**src/rtl/uart_program_loader.sv**
```systemverilog
// -----------------------------------------------------------------------------
// uart_program_loader
//
// Receives a framed program image over the uart_rx byte handshake and writes
// it word by word into program RAM. The CPU is held in reset while a load is
// in progress.
//
// Frame layout:
//    SYNC_BYTE, LEN_LO, LEN_HI (word count N), 4*N data bytes (little-endian
//    words), CSUM (8-bit sum of all data bytes, mod 256).
//
// Ports:
//    clk         system clock
//    reset       asynchronous, active-high reset
//    rx_data     byte from uart_rx
//    rx_ready    uart_rx byte valid, held until acknowledged
//    rx_ack      one-cycle pulse: byte consumed
//    ram_we      one-cycle RAM write strobe
//    ram_addr    RAM word address (holds its last value between writes)
//    ram_din     RAM write data (meaningful only while ram_we=1)
//    cpu_hold    1 = hold the CPU in reset
//    load_done   level: last frame loaded with a good checksum
//    load_error  level: last frame failed (length, checksum or timeout)
//    busy        1 = frame in progress
// -----------------------------------------------------------------------------
module uart_program_loader #(
   parameter int unsigned ADDR_WIDTH     = 10,
   parameter logic [7:0]  SYNC_BYTE      = 8'hA5,
   parameter int unsigned TIMEOUT_CYCLES = 2700000
) (
   input  logic                  clk,
   input  logic                  reset,
   input  logic [7:0]            rx_data,
   input  logic                  rx_ready,
   output logic                  rx_ack,
   output logic                  ram_we,
   output logic [ADDR_WIDTH-1:0] ram_addr,
   output logic [31:0]           ram_din,
   output logic                  cpu_hold,
   output logic                  load_done,
   output logic                  load_error,
   output logic                  busy
);

   localparam int unsigned    TO_W      = $clog2(TIMEOUT_CYCLES + 1);
   localparam logic [TO_W-1:0] TO_LAST  = TO_W'(TIMEOUT_CYCLES - 1);
   localparam logic [16:0]    MAX_WORDS = 17'(2 ** ADDR_WIDTH);

   typedef enum logic [2:0] {
      S_IDLE,
      S_LEN_LO,
      S_LEN_HI,
      S_DATA,
      S_CSUM,
      S_DONE,
      S_ERROR
   } state_t;

   state_t                state_reg, state_next;
   logic                  no_sample_reg;
   logic [15:0]           len_reg;
   logic [7:0]            csum_reg;
   logic [ADDR_WIDTH-1:0] word_idx_reg;
   logic [1:0]            byte_cnt_reg;
   logic [31:0]           asm_reg;
   logic                  we_reg;
   logic [ADDR_WIDTH-1:0] addr_reg;
   logic [TO_W-1:0]       timeout_reg;
   logic                  hold_reg;

   logic                  accept;
   logic                  in_frame;
   logic                  at_rest;
   logic                  frame_start;
   logic                  last_word;
   logic                  timeout_hit;
   logic [15:0]           len_rx;

   // A byte is taken whenever uart_rx offers one, except in the cycle right
   // after an acknowledge, where rx_ready may still show the old byte.
   assign accept      = rx_ready & ~no_sample_reg;
   assign in_frame    = (state_reg == S_LEN_LO) || (state_reg == S_LEN_HI) ||
                        (state_reg == S_DATA)   || (state_reg == S_CSUM);
   assign at_rest     = (state_reg == S_IDLE) || (state_reg == S_DONE) ||
                        (state_reg == S_ERROR);
   assign frame_start = at_rest & accept & (rx_data == SYNC_BYTE);
   assign len_rx      = {rx_data, len_reg[7:0]};
   assign last_word   = (16'(word_idx_reg) == (len_reg - 16'd1));
   // An arriving byte always beats an expiring timer.
   assign timeout_hit = in_frame & ~accept & (timeout_reg == TO_LAST);

   // ---------------------------------------------------------------- state
   always_ff @(posedge clk or posedge reset) begin
      if (reset) begin
         state_reg <= S_IDLE;
      end else begin
         state_reg <= state_next;
      end
   end

   // ----------------------------------------------------------- next state
   always_comb begin
      state_next = state_reg;
      case (state_reg)
         S_IDLE, S_DONE, S_ERROR: begin
            if (frame_start) begin
               state_next = S_LEN_LO;
            end
         end
         S_LEN_LO: begin
            if (accept) begin
               state_next = S_LEN_HI;
            end
         end
         S_LEN_HI: begin
            if (accept) begin
               if ({1'b0, len_rx} > MAX_WORDS) begin
                  state_next = S_ERROR;
               end else if (len_rx == 16'd0) begin
                  state_next = S_CSUM;
               end else begin
                  state_next = S_DATA;
               end
            end
         end
         S_DATA: begin
            // Leave only once the final word's write strobe is out.
            if (we_reg && last_word) begin
               state_next = S_CSUM;
            end
         end
         S_CSUM: begin
            if (accept) begin
               state_next = (rx_data == csum_reg) ? S_DONE : S_ERROR;
            end
         end
         default: state_next = S_IDLE;
      endcase
      if (timeout_hit) begin
         state_next = S_ERROR;
      end
   end

   // ------------------------------------------------------------- datapath
   always_ff @(posedge clk or posedge reset) begin
      if (reset) begin
         no_sample_reg <= 1'b0;
         len_reg       <= '0;
         csum_reg      <= '0;
         word_idx_reg  <= '0;
         byte_cnt_reg  <= '0;
         asm_reg       <= '0;
         we_reg        <= 1'b0;
         addr_reg      <= '0;
         timeout_reg   <= '0;
         hold_reg      <= 1'b0;
      end else begin
         no_sample_reg <= accept;
         we_reg        <= 1'b0;

         if (in_frame && !accept) begin
            timeout_reg <= timeout_reg + TO_W'(1);
         end else begin
            timeout_reg <= '0;
         end

         // cpu_hold falls one cycle after the frame is declared good.
         if (frame_start) begin
            csum_reg     <= '0;
            word_idx_reg <= '0;
            byte_cnt_reg <= '0;
            hold_reg     <= 1'b1;
         end else if (state_reg == S_DONE) begin
            hold_reg <= 1'b0;
         end

         if (accept) begin
            case (state_reg)
               S_LEN_LO: len_reg[7:0]  <= rx_data;
               S_LEN_HI: len_reg[15:8] <= rx_data;
               S_DATA: begin
                  asm_reg      <= {rx_data, asm_reg[31:8]};
                  csum_reg     <= csum_reg + rx_data;
                  byte_cnt_reg <= byte_cnt_reg + 2'd1;
                  if (byte_cnt_reg == 2'd3) begin
                     we_reg   <= 1'b1;
                     addr_reg <= word_idx_reg;
                  end
               end
               default: ;
            endcase
         end

         // The index stops at N-1 so it never wraps, even for N = 2**ADDR_WIDTH.
         if (we_reg && !last_word) begin
            word_idx_reg <= word_idx_reg + ADDR_WIDTH'(1);
         end
      end
   end

   // -------------------------------------------------------------- outputs
   always_comb begin
      rx_ack     = accept;
      ram_we     = we_reg;
      ram_addr   = addr_reg;
      ram_din    = asm_reg;
      cpu_hold   = hold_reg;
      load_done  = (state_reg == S_DONE);
      load_error = (state_reg == S_ERROR);
      busy       = in_frame;
   end

endmodule

```
**config.mk**
```make
export PLATFORM = sky130hd
export DESIGN_NAME = uart_program_loader
export DESIGN_NICKNAME = d
export VERILOG_FILES = /design/src/rtl/uart_program_loader.sv
export SDC_FILE = /design/constraint.sdc
export NUM_CORES = 1
export LEC_CHECK = 0
export CAP_MARGIN = 20
export CORE_MARGIN = 2
export CORE_UTILIZATION = 55
export CTS_BUF_LIST = sky130_fd_sc_hd__clkbuf_16
export DETAILED_ROUTE_END_ITERATION = 16
export GPL_TIMING_DRIVEN = 1
export PLACE_DENSITY_LB_ADDON = 0.3
export SLEW_MARGIN = 15
export SYNTH_ARGS = -nofsm -noshare
export SYNTH_HDL_FRONTEND = slang
export SYNTH_SLANG_ARGS = --single-unit
```
**constraint.sdc**
```tcl
create_clock -name clk -period 4.06 [get_ports clk]
set_input_delay 0.812 -clock clk [delete_from_list [all_inputs] [get_ports clk]]
set_output_delay 0.812 -clock clk [all_outputs]
set_load 0.05 [all_outputs]
```
# --- Yosys cells after proc, flatten, opt, wreduce, memory -nomap -nowiden ---
# Cells that the tools add are included.
# W data, S select, Z words.
totals:
  reg_bits: 106
  wordCells: 85
classes:
  add_sub_neg: 5
  magnitude_cmp: 1
  eq_ne: 16
  muxes: 24
  n_bitwise: 7
  n_reduce_logical: 20
op_table:
  columns: ["cell", "count"]
  rows:
  - ["$mux W3", 8]
  - ["$mux W8", 3]
  - ["$add A22 B1 Y22 const B", 1]
  - ["$eq A22 B22 Y1 const B", 1]
  - ["$mux W22", 1]
  - ["$mux W10", 2]
  - ["$eq A10 B16 Y1", 1]
  - ["$gt A16 B11 Y1 const B", 1]
  - ["$logic_not A16 Y1", 1]
  - ["$sub A16 B1 Y16 const B", 1]
  - ["$pmux W3 S5", 1]
  - ["$ne A3 B3 Y1 const B", 4]
  - ["$add A10 B1 Y10 const B", 1]
  - ["$eq A3 B3 Y1 const B", 3]
  - ["$add A8 B8 Y8", 1]
  - ["$eq A8 B8 Y1", 1]
  - ["$eq A8 B8 Y1 const B", 1]
  - ["$mux W2", 4]
  - ["$eq A3 B2 Y1 const B", 2]
  - ["$reduce_and A2 Y1", 3]
  - ["$and A1 B1 Y1", 5]
  - ["$logic_or A1 B1 Y1", 5]
  - ["$mux W1", 5]
  - ["$reduce_and A5 Y1", 1]
  - ["11 further kinds", 16]

# --- Longest topological paths before layout ---
logic_depth:
  depth_word: 8
  mapped_depth: 11

# --- Worst setup path after synthesis ---
# OpenSTA, ideal clock, no wires.
synth_path:
  path_type: "register to register"
  startpoint: "register len_reg[0]"
  endpoint: "register word_idx_reg[9]"
  t_arrival_ns: 2.508
  t_required_ns: 3.936
  setup_slack_ns: 1.428
  path_stages_with_launch: 12
  path_buffers: 2
  path_cell_list: "dfrtp_1 > inv_1 > ha_1 > xnor2_1 > or4_1 > a2111oi_0 > o2111ai_1 > o31ai_2 > buf_6 > buf_12 > nor2_1 > a211o_1"
synth_between:
  elab_chain_len: 5
synth_rtl:
  columns: ["element", "line", "text"]
  rows:
  - ["start: declaration", "61", "logic [15:0] len_reg;"]
  - ["start signal: assignment", "179", "S_LEN_LO: len_reg[7:0] <= rx_data;"]
  - ["$sub A16 B1 Y16 *", "88", "assign last_word = (16'(word_idx_reg) == (len_reg - 16'd1));"]
  - ["$eq A10 B16 Y1 *", "88", null]
  - ["$logic_not A1 Y1 *", "195", "if (we_reg && !last_word) begin"]
  - ["$logic_and A1 B1 Y1 *", "195", null]
  - ["$mux W10 / $reduce_bool A2 Y1 (equally long branches)", null, null]
  - ["end signal: assignment", "196", "word_idx_reg <= word_idx_reg + ADDR_WIDTH'(1);"]
  - ["end: declaration", "63", "logic [ADDR_WIDTH-1:0] word_idx_reg;"]
# Mark *: on every way between the ends. The rest lies on a longest branch, timed or not.
# A chain may end at the register's enable or synchronous reset.

# --- Worst setup path in the final report ---
layout_path:
  startpoint: "input port rx_ready"
  endpoint: "output port rx_ack"
layout_between:
  elab_chain_len: 1
layout_rtl:
  columns: ["element", "line", "text"]
  rows:
  - ["start: declaration", "34", "input logic rx_ready,"]
  - ["$and A1 B1 Y1", "81", "assign accept = rx_ready & ~no_sample_reg;"]
  - ["end: declaration", "35", "output logic rx_ack,"]
# No other way between the ends.

==> run_results.csv <==
group,metric,value,unit
clocking,ctsResizeCount,0,
final_layout,final_cell_area,0.006227,mm²
critical_path,path_common_cell,"clkdlybuf4s50_1",
critical_path,reg2reg_slack,940,ps
critical_path,cp.arrival,2490,ps
floorplanning,start_util,57.04,%
critical_path,rr_worst_depth,9,
logic_synthesis,synth_seq_area_share,50.09,%
logic_synthesis,synthXorXnorAreaFrac,6.616,%
logic_synthesis,synthCells,548,
drt,via_count,4038,
logic_synthesis,synth_area_leaders,"dfrtp_1, nand2_1, mux2_2",
floorplanning,die_y,102.1,µm
critical_path,required,3250,ps
final_layout,largest_reg_flops,32,
power,powerDensity,719.7,mW/mm²
clocking,ctsHoldBuffers,0,
final_layout,diodes,0,
power,ir_drop,0.4161,mV
floorplanning,coreArea,0.009284,mm²
critical_path,cp-start-kind,"input pin",
clocking,cts_tree,"done",
logic_synthesis,syn-num-nets,571,
grt,grt_pass1_vias,3924,
logic_synthesis,synth-simple-area-share,23.96,%
clocking,clkLatencyLatePin,340,ps
critical_path,crit_type,"input pin to primary output",
final_layout,fillers,749,
clocking,h-tree-depth,3,
drt,postRouteAntennaNets,0,
floorplanning,die_w,102.1,µm
sta,period_minus_slack,3302,ps
critical_path,end_kind,"primary output",
clocking,clock-root-buffer,"clkbuf_16",
logic_synthesis,ys_types,50,
logic_synthesis,synth.mux.area_fraction,5.317,%
clocking,clk_path_buf_depth,2,
placed_design,gp_congestion,0.9084,
logic_synthesis,synth-edff-count,0,
sta,fmax,302.8,MHz
sta,finalClockSkew,6.181,ps
sta,tns,0,ps
logic_synthesis,ys_seq_elements,106,
placed_design,io_buffers,58,
floorplanning,dieArea,0.01043,mm²
hold_path,holdCritStartpoint,"ram_din[1]$_DFFE_PP0P_",
critical_path,cp_max_fo,7,
floorplanning,rows,35,
final_layout,multi_input_area,0.002471,mm²
logic_synthesis,synth.avg_cell_area,9.663,µm²
final_layout,drive_above_1_share,8.609,%
critical_path,r2r_start,"len_reg[0]$_DFFE_PP0P_",
hold_path,min_path_cells,2,
drt,viasPerCell,5.509,
drt,wl,11.24,mm
sta,slew_violations,0,
critical_path,path_cells,"clkdlybuf4s50_1, nand2b_1, inv_1, clkdlybuf4s50_1",
clocking,post-cts-setup-buffers,0,
grt,grt_max_degree,67,
run,cap_violations,0,
grt,globalRouteOverflowTotal,0,
grt,grt_first_pass_wirelength,18.81,mm
critical_path,crit_slowest_cell,"clkdlybuf4s50_1",
critical_path,max_stage_delay,840,ps
sta,relSlewSlack,46.19,%
status,outcome,"finished, final reports clean",
hold_path,hold_path_class,"flip-flop to flip-flop",
sta,rsz0062_at_grt,"no",
sta,tightestPinTransition,807.1,ps
final_layout,syn_to_final_growth,17.60,%
final_layout,regArea,0.002653,mm²
clocking,cts_buffers,9,
placed_design,dp_hpwl,7.856,mm
logic_synthesis,yosys_warnings,0,
critical_path,r2r-end,"state_reg[1]$_DFFE_PP0P_",
placed_design,placed_area,0.005966,mm²
clocking,cts.clk_slew.worst_paths,60,ps
final_layout,final_util,67.08,%
drt,first_iter_violations,139,
logic_synthesis,synth_top_family_by_area,"simple AND/OR/NAND/NOR gates",
logic_synthesis,yosys.area.top_type,"dfrtp_1",
clocking,clock-sinks,106,
hold_path,min_to,"ram_din[1]$_DFFE_PP0P_",
final_layout,nets,622,
logic_synthesis,synthFlopType,"dfrtp_1",
power,p_leak,0.002892,µW
floorplanning,boundaryPins,59,
grt,grt_use_total,23.09,%
drt,drt_first_pass_iters,4,
logic_synthesis,synthAdderAreaFrac,3.166,%
sta,hold_violations,0,
sta,setup_viol_count_final,0,
drt,drc,0,
logic_synthesis,synthArstFlopShare,100.0,%
drt,wire_per_inst,15.34,µm
logic_synthesis,syn_area,0.005295,mm²
grt,antenna_found_initial,0,
logic_synthesis,synthDominantCellAreaShare,50.09,%
sta,fin_crit_sh,81.33,%
logic_synthesis,synth_compound_gate_area_share,7.609,%
## where the power goes
part           internal (µW)  switching, µW
Combinational            764           1230
Sequential              1370            339
Clock                    407            378
Total                   2540           1940
## final cells by class
class / count / share of cell area [%]
Timing Repair Buffer: 65 / 10.17
Clock inverter: 7 / 0.5827
Sequential cell: 106 / 42.60
Clock buffer: 9 / 3.617
Tap cell: 129 / 2.592
Inverter: 12 / 0.7635
Multi-Input combinational cell: 405 / 39.68
## logic make-up (layout without fill, tap and decap cells)
kind of cell | count (synthesis) | after routing
simple gates | 267 | 267
fa+ha+maj | 13 | 13
buf+inv | 37 | 93
mux | 25 | 25
compound gates | 60 | 60
flops | 106 | 106
xor+xnor | 40 | 40
## metal layers
layer,routed length [µm],GRT usage [%],vias to the layer above
li1,-,-,1960
met1,5319,32.48,1982
met2,5365,36.18,78
met3,351,4.241,18
met4,206,8.308,0
met5,0,0,-
## cell usage in the layout (no fill, tap or decap), types with 11 or more instances in the layout
master	n
nor2_1	38
inv_1	11
dfrtp_1	106
nand2_1	127
clkdlybuf4s50_1	58
a21oi_1	11
nor3_1	14
o21ai_0	21
xnor2_1	19
ha_1	11
nand3_1	31
xor2_1	21
mux2_2	25
## critical path: cells and delay by family
| kind | cells | cell delay [ps] |
|---|---|---|
| buf+inv | 3 | 1530 |
| simple gates | 1 | 150 |
## cell usage after synthesis, types with 4 or more instances
library cell    n
nand2_1       127
dfrtp_1       106
nor2_1         38
nand3_1        31
mux2_2         25
clkbuf_1       21
o21ai_0        21
xor2_1         21
xnor2_1        19
nor3_1         14
inv_1          12
a21oi_1        11
ha_1           11
a211o_1         9
nor3b_1         9
and3_1          7
nor2b_1         5
nor4_1          5
a21o_1          4
nand2b_1        4
nand4_1         4
or3_1           4
or4_1           4
## how the worst max path moves through the flow
stage,from,end
floorplan,reset,byte_cnt_reg[0]$_DFF_PP0_
finish,rx_ready,rx_ack
global route,rx_ready,rx_ack
CTS,rx_ready,rx_ack
detailed placement,rx_data[3],word_idx_reg[7]$_DFFE_PP0P_
global placement,rx_ready,rx_ack
## metrics by stage
stage | setup WS [ps] | hold slack, ps | total power (µW) | cells
after detailed placement | 688.3 | 461.6 | 3706 | 717
after floorplan | 459.1 | 447.9 | 3114 | 548
after global placement | 801.5 | 457.3 | 3641 | 717
after global routing | 656.0 | 496.8 | 4758 | 733
final | 757.9 | 472.8 | 4482 | 733
after CTS | 755.1 | 477.9 | 4506 | 733
Note: power is estimated with default switching activity, not from simulation.
